`src/rtl/target_net_sync_ctrl.sv`:
```
// Target-network sync sequencer: periodically copies one layer's
// weight vectors and biases from the policy net into target memory.
module target_net_sync_ctrl #(
   parameter int DATA_WIDTH         = 32,
   parameter int MEM_WIDTH          = 5,
   parameter int NODE_WIDTH_PREV    = 2,
   parameter int NODE_WIDTH_CURRENT = 32,
   parameter int SYNC_PERIOD        = 100,
   parameter int CNT_WIDTH          = 16,
   parameter int TIMEOUT            = 255
) (
   input  logic                                  clk,
   input  logic                                  rst_n,
   input  logic                                  i_train_step,
   input  logic                                  i_force_sync,
   output logic                                  o_src_req,
   output logic [MEM_WIDTH-1:0]                  o_src_addr,
   input  logic                                  i_src_valid,
   input  logic [DATA_WIDTH*NODE_WIDTH_PREV-1:0] i_src_weight,
   input  logic [DATA_WIDTH-1:0]                 i_src_bias,
   output logic                                  o_mem_enable,
   output logic                                  o_rw_mem,
   output logic                                  o_update_weight,
   output logic [MEM_WIDTH-1:0]                  o_addr,
   output logic [DATA_WIDTH*NODE_WIDTH_PREV-1:0] o_weight,
   output logic [DATA_WIDTH-1:0]                 o_bias,
   output logic                                  o_busy,
   output logic                                  o_done,
   output logic                                  o_error
);

   localparam int WW = DATA_WIDTH * NODE_WIDTH_PREV;
   localparam int TW = $clog2(TIMEOUT + 1);
   localparam logic [MEM_WIDTH-1:0] LAST_ADDR =
      MEM_WIDTH'(NODE_WIDTH_CURRENT - 1);
   localparam logic [CNT_WIDTH-1:0] TERM_CNT =
      CNT_WIDTH'(SYNC_PERIOD - 1);
   localparam logic [TW-1:0] TMO_LAST = TW'(TIMEOUT - 1);

   typedef enum logic [2:0] {
      S_IDLE,
      S_REQ,
      S_WAIT,
      S_WRITE,
      S_DONE
   } state_t;

   state_t                state_q, state_d;
   logic [CNT_WIDTH-1:0]  cnt_q, cnt_d;
   logic [MEM_WIDTH-1:0]  addr_q, addr_d;
   logic [TW-1:0]         tmo_q, tmo_d;
   logic                  pend_q, pend_d;
   logic [WW-1:0]         weight_q, weight_d;
   logic [DATA_WIDTH-1:0] bias_q, bias_d;
   logic                  term;

   always_comb begin
      cnt_d = cnt_q;
      term  = 1'b0;
      if (i_train_step) begin
         if (cnt_q == TERM_CNT) begin
            cnt_d = '0;
            term  = 1'b1;
         end else begin
            cnt_d = cnt_q + CNT_WIDTH'(1);
         end
      end
   end

   always_comb begin
      state_d         = state_q;
      addr_d          = addr_q;
      tmo_d           = tmo_q;
      pend_d          = pend_q;
      weight_d        = weight_q;
      bias_d          = bias_q;
      o_src_req       = 1'b0;
      o_src_addr      = '0;
      o_mem_enable    = 1'b0;
      o_rw_mem        = 1'b1;
      o_update_weight = 1'b0;
      o_addr          = '0;
      o_done          = 1'b0;
      o_error         = 1'b0;
      unique case (state_q)
         S_IDLE: begin
            if (pend_q) begin
               pend_d  = 1'b0;
               addr_d  = '0;
               state_d = S_REQ;
            end
         end
         S_REQ: begin
            o_src_req  = 1'b1;
            o_src_addr = addr_q;
            tmo_d      = '0;
            state_d    = S_WAIT;
         end
         S_WAIT: begin
            if (i_src_valid) begin
               weight_d = i_src_weight;
               bias_d   = i_src_bias;
               state_d  = S_WRITE;
            end else if (tmo_q == TMO_LAST) begin
               // abort leaves earlier nodes written; no rollback
               o_error = 1'b1;
               state_d = S_IDLE;
            end else begin
               tmo_d = tmo_q + TW'(1);
            end
         end
         S_WRITE: begin
            o_mem_enable    = 1'b1;
            o_rw_mem        = 1'b0;
            o_update_weight = 1'b1;
            o_addr          = addr_q;
            if (addr_q == LAST_ADDR) begin
               state_d = S_DONE;
            end else begin
               addr_d  = addr_q + MEM_WIDTH'(1);
               state_d = S_REQ;
            end
         end
         S_DONE: begin
            o_done  = 1'b1;
            state_d = S_IDLE;
         end
         default: state_d = S_IDLE;
      endcase
      // a request arriving mid-sync queues one follow-up sync
      if (term || i_force_sync) begin
         pend_d = 1'b1;
      end
   end

   assign o_busy   = (state_q != S_IDLE);
   assign o_weight = weight_q;
   assign o_bias   = bias_q;

   always_ff @(posedge clk or negedge rst_n) begin
      if (!rst_n) begin
         state_q  <= S_IDLE;
         cnt_q    <= '0;
         addr_q   <= '0;
         tmo_q    <= '0;
         pend_q   <= 1'b0;
         weight_q <= '0;
         bias_q   <= '0;
      end else begin
         state_q  <= state_d;
         cnt_q    <= cnt_d;
         addr_q   <= addr_d;
         tmo_q    <= tmo_d;
         pend_q   <= pend_d;
         weight_q <= weight_d;
         bias_q   <= bias_d;
      end
   end

endmodule

```
`config.mk`:
```
export PLATFORM = sky130hd
export DESIGN_NAME = target_net_sync_ctrl
export DESIGN_NICKNAME = d
export VERILOG_FILES = /design/src/rtl/target_net_sync_ctrl.sv
export SDC_FILE = /design/constraint.sdc
export NUM_CORES = 1
export LEC_CHECK = 0
export ABC_AREA = 1
export BUFFER_PORTS_ARGS = -buffer_cell sky130_fd_sc_hd__buf_2
export CAP_MARGIN = 20
export CORE_MARGIN = 5
export CORE_UTILIZATION = 45
export DETAILED_ROUTE_END_ITERATION = 7
export PLACE_DENSITY_LB_ADDON = 0.12
export SLEW_MARGIN = 40
export SYNTH_ARGS = -nofsm -noshare
export SYNTH_HDL_FRONTEND = slang
export SYNTH_SLANG_ARGS = --single-unit
```
`constraint.sdc`:
```
create_clock -name clk -period 4.22 [get_ports clk]
set_input_delay 0.422 -clock clk [delete_from_list [all_inputs] [get_ports clk]]
set_output_delay 0.422 -clock clk [all_outputs]
set_load 0.02 [all_outputs]
```
---- Word level (Yosys, flattened, before mapping) ----
Index checks and enable logic that the tools add are counted.
storage, ports and cells
  logic and storage cells ................. 57
  flip-flop bits (word level) ............. 129
  bits of input ports ..................... 101
  output and inout bits ................... 113
cells by class
  reduce and logical (&&, ||, !) cells .... 10
  mux-type cells .......................... 25
  $add $sub $neg .......................... 3
  equality and inequality tests ........... 12
operator list
  operator               number
  $mux 5                 4
  $add 16x1->16 const B  1
  $eq 16x7->1 const B    1
  $mux 16                1
  $mux 8                 2
  $pmux 8 s2             1
  $mux 3                 4
  $pmux 3 s4             1
  $mux 1                 11
  $pmux 5 s2             1
  $add 8x1->8 const B    1
  $eq 8x8->1 const B     1
  $ne 2x2->1 const B     4
  $eq 3x2->1 const B     2
  $reduce_and 3->1       2
  $reduce_bool 2->1      3
  $add 5x1->5 const B    1
  $eq 5x5->1 const B     1
  $reduce_and 2->1       2
  $eq 3x1->1 const B     1
  $eq 3x3->1 const B     1
  $logic_not 3->1        1
  $ne 3x3->1 const B     1
  $reduce_bool 3->1      1
  $logic_or 1x1->1       1

---- Depth between registers and ports, before layout ----
  depth after elaboration ................. 5
  mapped depth ............................ 10
  gate-level depth less buffers ........... 10

---- Least setup slack after synthesis ----
Ideal clock, no wire load.
  path kind ............................... register to output
  from .................................... register state_q[1]
  to ...................................... output o_update_weight
  data required time ...................... 3,798 ps
  path slack .............................. 2,616 ps
  path buffers ............................ 3
  stages on the path, launching flop included .. 6
  arrival ................................. 1,182 ps
  cells stage by stage .................... dfrtp_1 -> buf_2 -> nand3_1 -> buf_2 -> inv_1 -> buf_4
on the way
  cells in the longest elaborated chain, start to end .. 2
ends and longest elaborated chain
  item                      line  source
  start: declaration        48    state_t state_q, state_d;
  start signal: assignment  150   state_q <= state_d;
  $eq 3x2->1                n/a
  $mux 1                    n/a
  end: declaration          23    output logic o_update_weight,
No other way between the ends.

---- Worst setup path after layout ----
  from .................................... register state_q[0]
  to ...................................... register weight_q[19] (netlist: o_weight[19])
on the way
  cells in the longest elaborated chain, start to end .. 2
ends and longest elaborated chain
  item                               line  source
  $eq 3x2->1                         85    unique case (state_q)
  $reduce_and 2->1 (no source line)  n/a
  end signal: assignment             155   weight_q <= weight_d;
  end: declaration                   53    logic [WW-1:0] weight_q, weight_d;
No other way between the ends.
A chain may end at the register's enable or synchronous reset.

==> flow_summary.toml <==
[run_status]
status = "finished with violations"
violations = "hold timing"

[timing]
drv_slew = 0
rsz0062_at_grt = "no"
worst_pin_slew_ps = 773
min_period_ps = 2220
fmax_mhz = 450
slew_headroom_pct = 48.5
hold_ws_ps = -25.9
fin_ws_ps = 2000
setup_viol = 0
hold_viol_final = 16
finalCritPeriodShare_pct = 52.7
fin_skew_ps = 7.45
setup_tns_ps = 0

[worst_setup_path]
end_kind = "flop"
critPathSlowestCell = "nand3_4"
worstPathArrival_ps = 2520
r2r_slack_ps = 2000
cp.buffers_inverters = 1
cpPeakStageDelay_ps = 590
reg2reg_from = "state_q[0]"
required_ps = 4510
path_max_fanout = 51
worstSetupStartpointType = "flop"
r2r-end = "o_weight[19]"
rr_worst_depth = 4
cp_top_family = "simple AND/OR/NAND/NOR gates"
crit_chain = "nor2_4 -> nand3_4 -> buf_4 -> mux2_4"
crit_type = "reg2reg"

[yosys]
synth_edf_count = 0
synth_top_cell_by_area = "dfrtp_1"
synth_nets = 607
yosysMostFrequentCell = "dfrtp_1"
yosys_most_used_dff = "dfrtp_1"
synth-seq-cells = 129
synth.top_cell.area_share_pct = 57.2
ys_types = 24
syn_area_um2 = 5640
ys_seq_area_share_pct = 57.2
synth_common_cells = "dfrtp_1, nand2_1, mux2_2, nor2_1, inv_1"
netlist_instances = 501
synth-async-reset-ratio_pct = 100
syn-mean-instance-area_um2 = 11.3
yosysWarnings = 0
synth.area.top_cells = "dfrtp_1, mux2_2, nand2_1, mux2_4, nor2_1"

[pwr]
leakagePower_nw = 3.87
irDropWorstVdd_uv = 373
cellPowerDensity_nw_per_um2 = 783
p_total_w = 0.00583

[drt]
wl_per_cell_um = 14.8
postRouteAntennaNets = 0
drt_pass1_iterations = 4
viasPerCell = 4.78
drtIter0Drc = 164
drc_errors = 0
vias = 4290
routed_wl_mm = 13.3

[min_path]
hold_class = "in2async"

[clock_tree]
cts_tree = "done"
cts_made_buffers = 17
cts_hold_buf = 0
clock_path_buffers = 2
cts_root_buf = "clkbuf_16"
cts_sinks = 129
cts_resized = 0
insertion_delay_ps = 410
clkSlewWorstSetupHoldPaths_ps = 50
htreeDepth = 4
postCtsSetupRepairBufs = 0

[floorplanning]
start_util_pct = 46.4
num_rows = 40
die_w_um = 122
core_area_um2 = 12200
fp.dieH_um = 122
io_pins = 214
design.die.area_um2 = 14900

[final_layout]
drive_gt1_share_pct = 46.8
antennaDiodeCount = 0
finalNetCount = 826
final_area_um2 = 7440
utilization_pct = 61.2
area_growth_pct = 32.0

[grt]
grt-ovfl-total = 0
met3_usage_pct = 6.50
grt_max_degree = 71
use_met2_pct = 30.4
antenna_found_initial = 0
grt-busiest-layer = "met2"
groute.usage.overall_pct = 18.4
use_met1_pct = 21.2
grt_pass1_vias = 4413
grt_pass1_wl_mm = 21.4

[job]
maxCapViolations = 0

[placed_design]
io_buffers = 213
dp_slack_ps = 1970
dpl_cell_area_um2 = 6860
dp_hpwl_mm = 10.0
gp_congestion = 0.879
final cells by class:
type	instances	area [um^2]
Clock inverter	5	77.6
Timing Repair Buffer	216	1110
Sequential cell	129	3230
Tap cell	168	210
Multi-Input combinational cell	308	2140
Inverter	48	180
Fill cell	1026	4720
Clock buffer	24	502
flip-flops by register name, indices dropped and copies added, names as in the netlist:
name      flops
addr_q        5
tmo_q         8
cnt_q        16
o_bias       32
o_weight     64
state_q       3
pend_q        1
stage by stage:
step                      instances  hold WS [ps]
after floorplan                 501           126
after global placement          869           484
after detailed placement        869           486
after CTS                       898           109
after global routing            898          20.5
final                           898         -25.9
worst max path at each step:
stage,from,end,cells after the start
2_1_floorplan,state_q[1],o_update_weight,5
3_3_place_gp,state_q[0],o_weight[26],4
3_5_place_dp,state_q[0],o_weight[21],4
4_1_cts,state_q[0],o_weight[32],4
5_1_grt,state_q[0],o_weight[23],4
6_report,state_q[0],o_weight[19],4
cell usage in the layout, fill, tap and decap left out, drive strengths merged:
master	instances
clkbuf	24
nand3	31
inv	48
ha	5
nand4	3
mux2	96
a21oi	5
nor3	4
nand3b	2
or2	1
nand2	91
nor2	50
o21ai	9
clkinv	2
buf	216
dfrtp	129
clkinvlp	1
o21bai	1
a21o	1
xor2	7
bufinv	2
xnor2	2
layer usage:
metal  vias up  routed length, um  share of wire, %
met1      2026               5250                39
met4         0                461               3.5
li1       2072                  -                 -
met2       162               6570                49
met5         -                  0                 0
met3        30               1050               7.8
kinds of logic (layout without fill, tap and decap cells):
kind of cell             after synthesis  count (layout)  synth area share [%]
AO/OA/AOI/OAI                         16              16                  1.51
buffers and inverters                 64             293                  4.97
AND/OR/NAND/NOR                      182             182                  13.4
XOR/XNOR                               9               9                  1.40
adder cells (fa/ha/maj)                5               5                  1.11
flip-flops                           129             129                  57.2
multiplexers                          96              96                  20.4
power by group:
group	internal, W	switching [W]	total (W)
combinational	0.000975	0.00134	0.00232
clock	0.000935	0.000491	0.00143
sequential	0.00178	0.000313	0.00209
total	0.00369	0.00214	0.00583
Power figures use the tool's default switching activity.
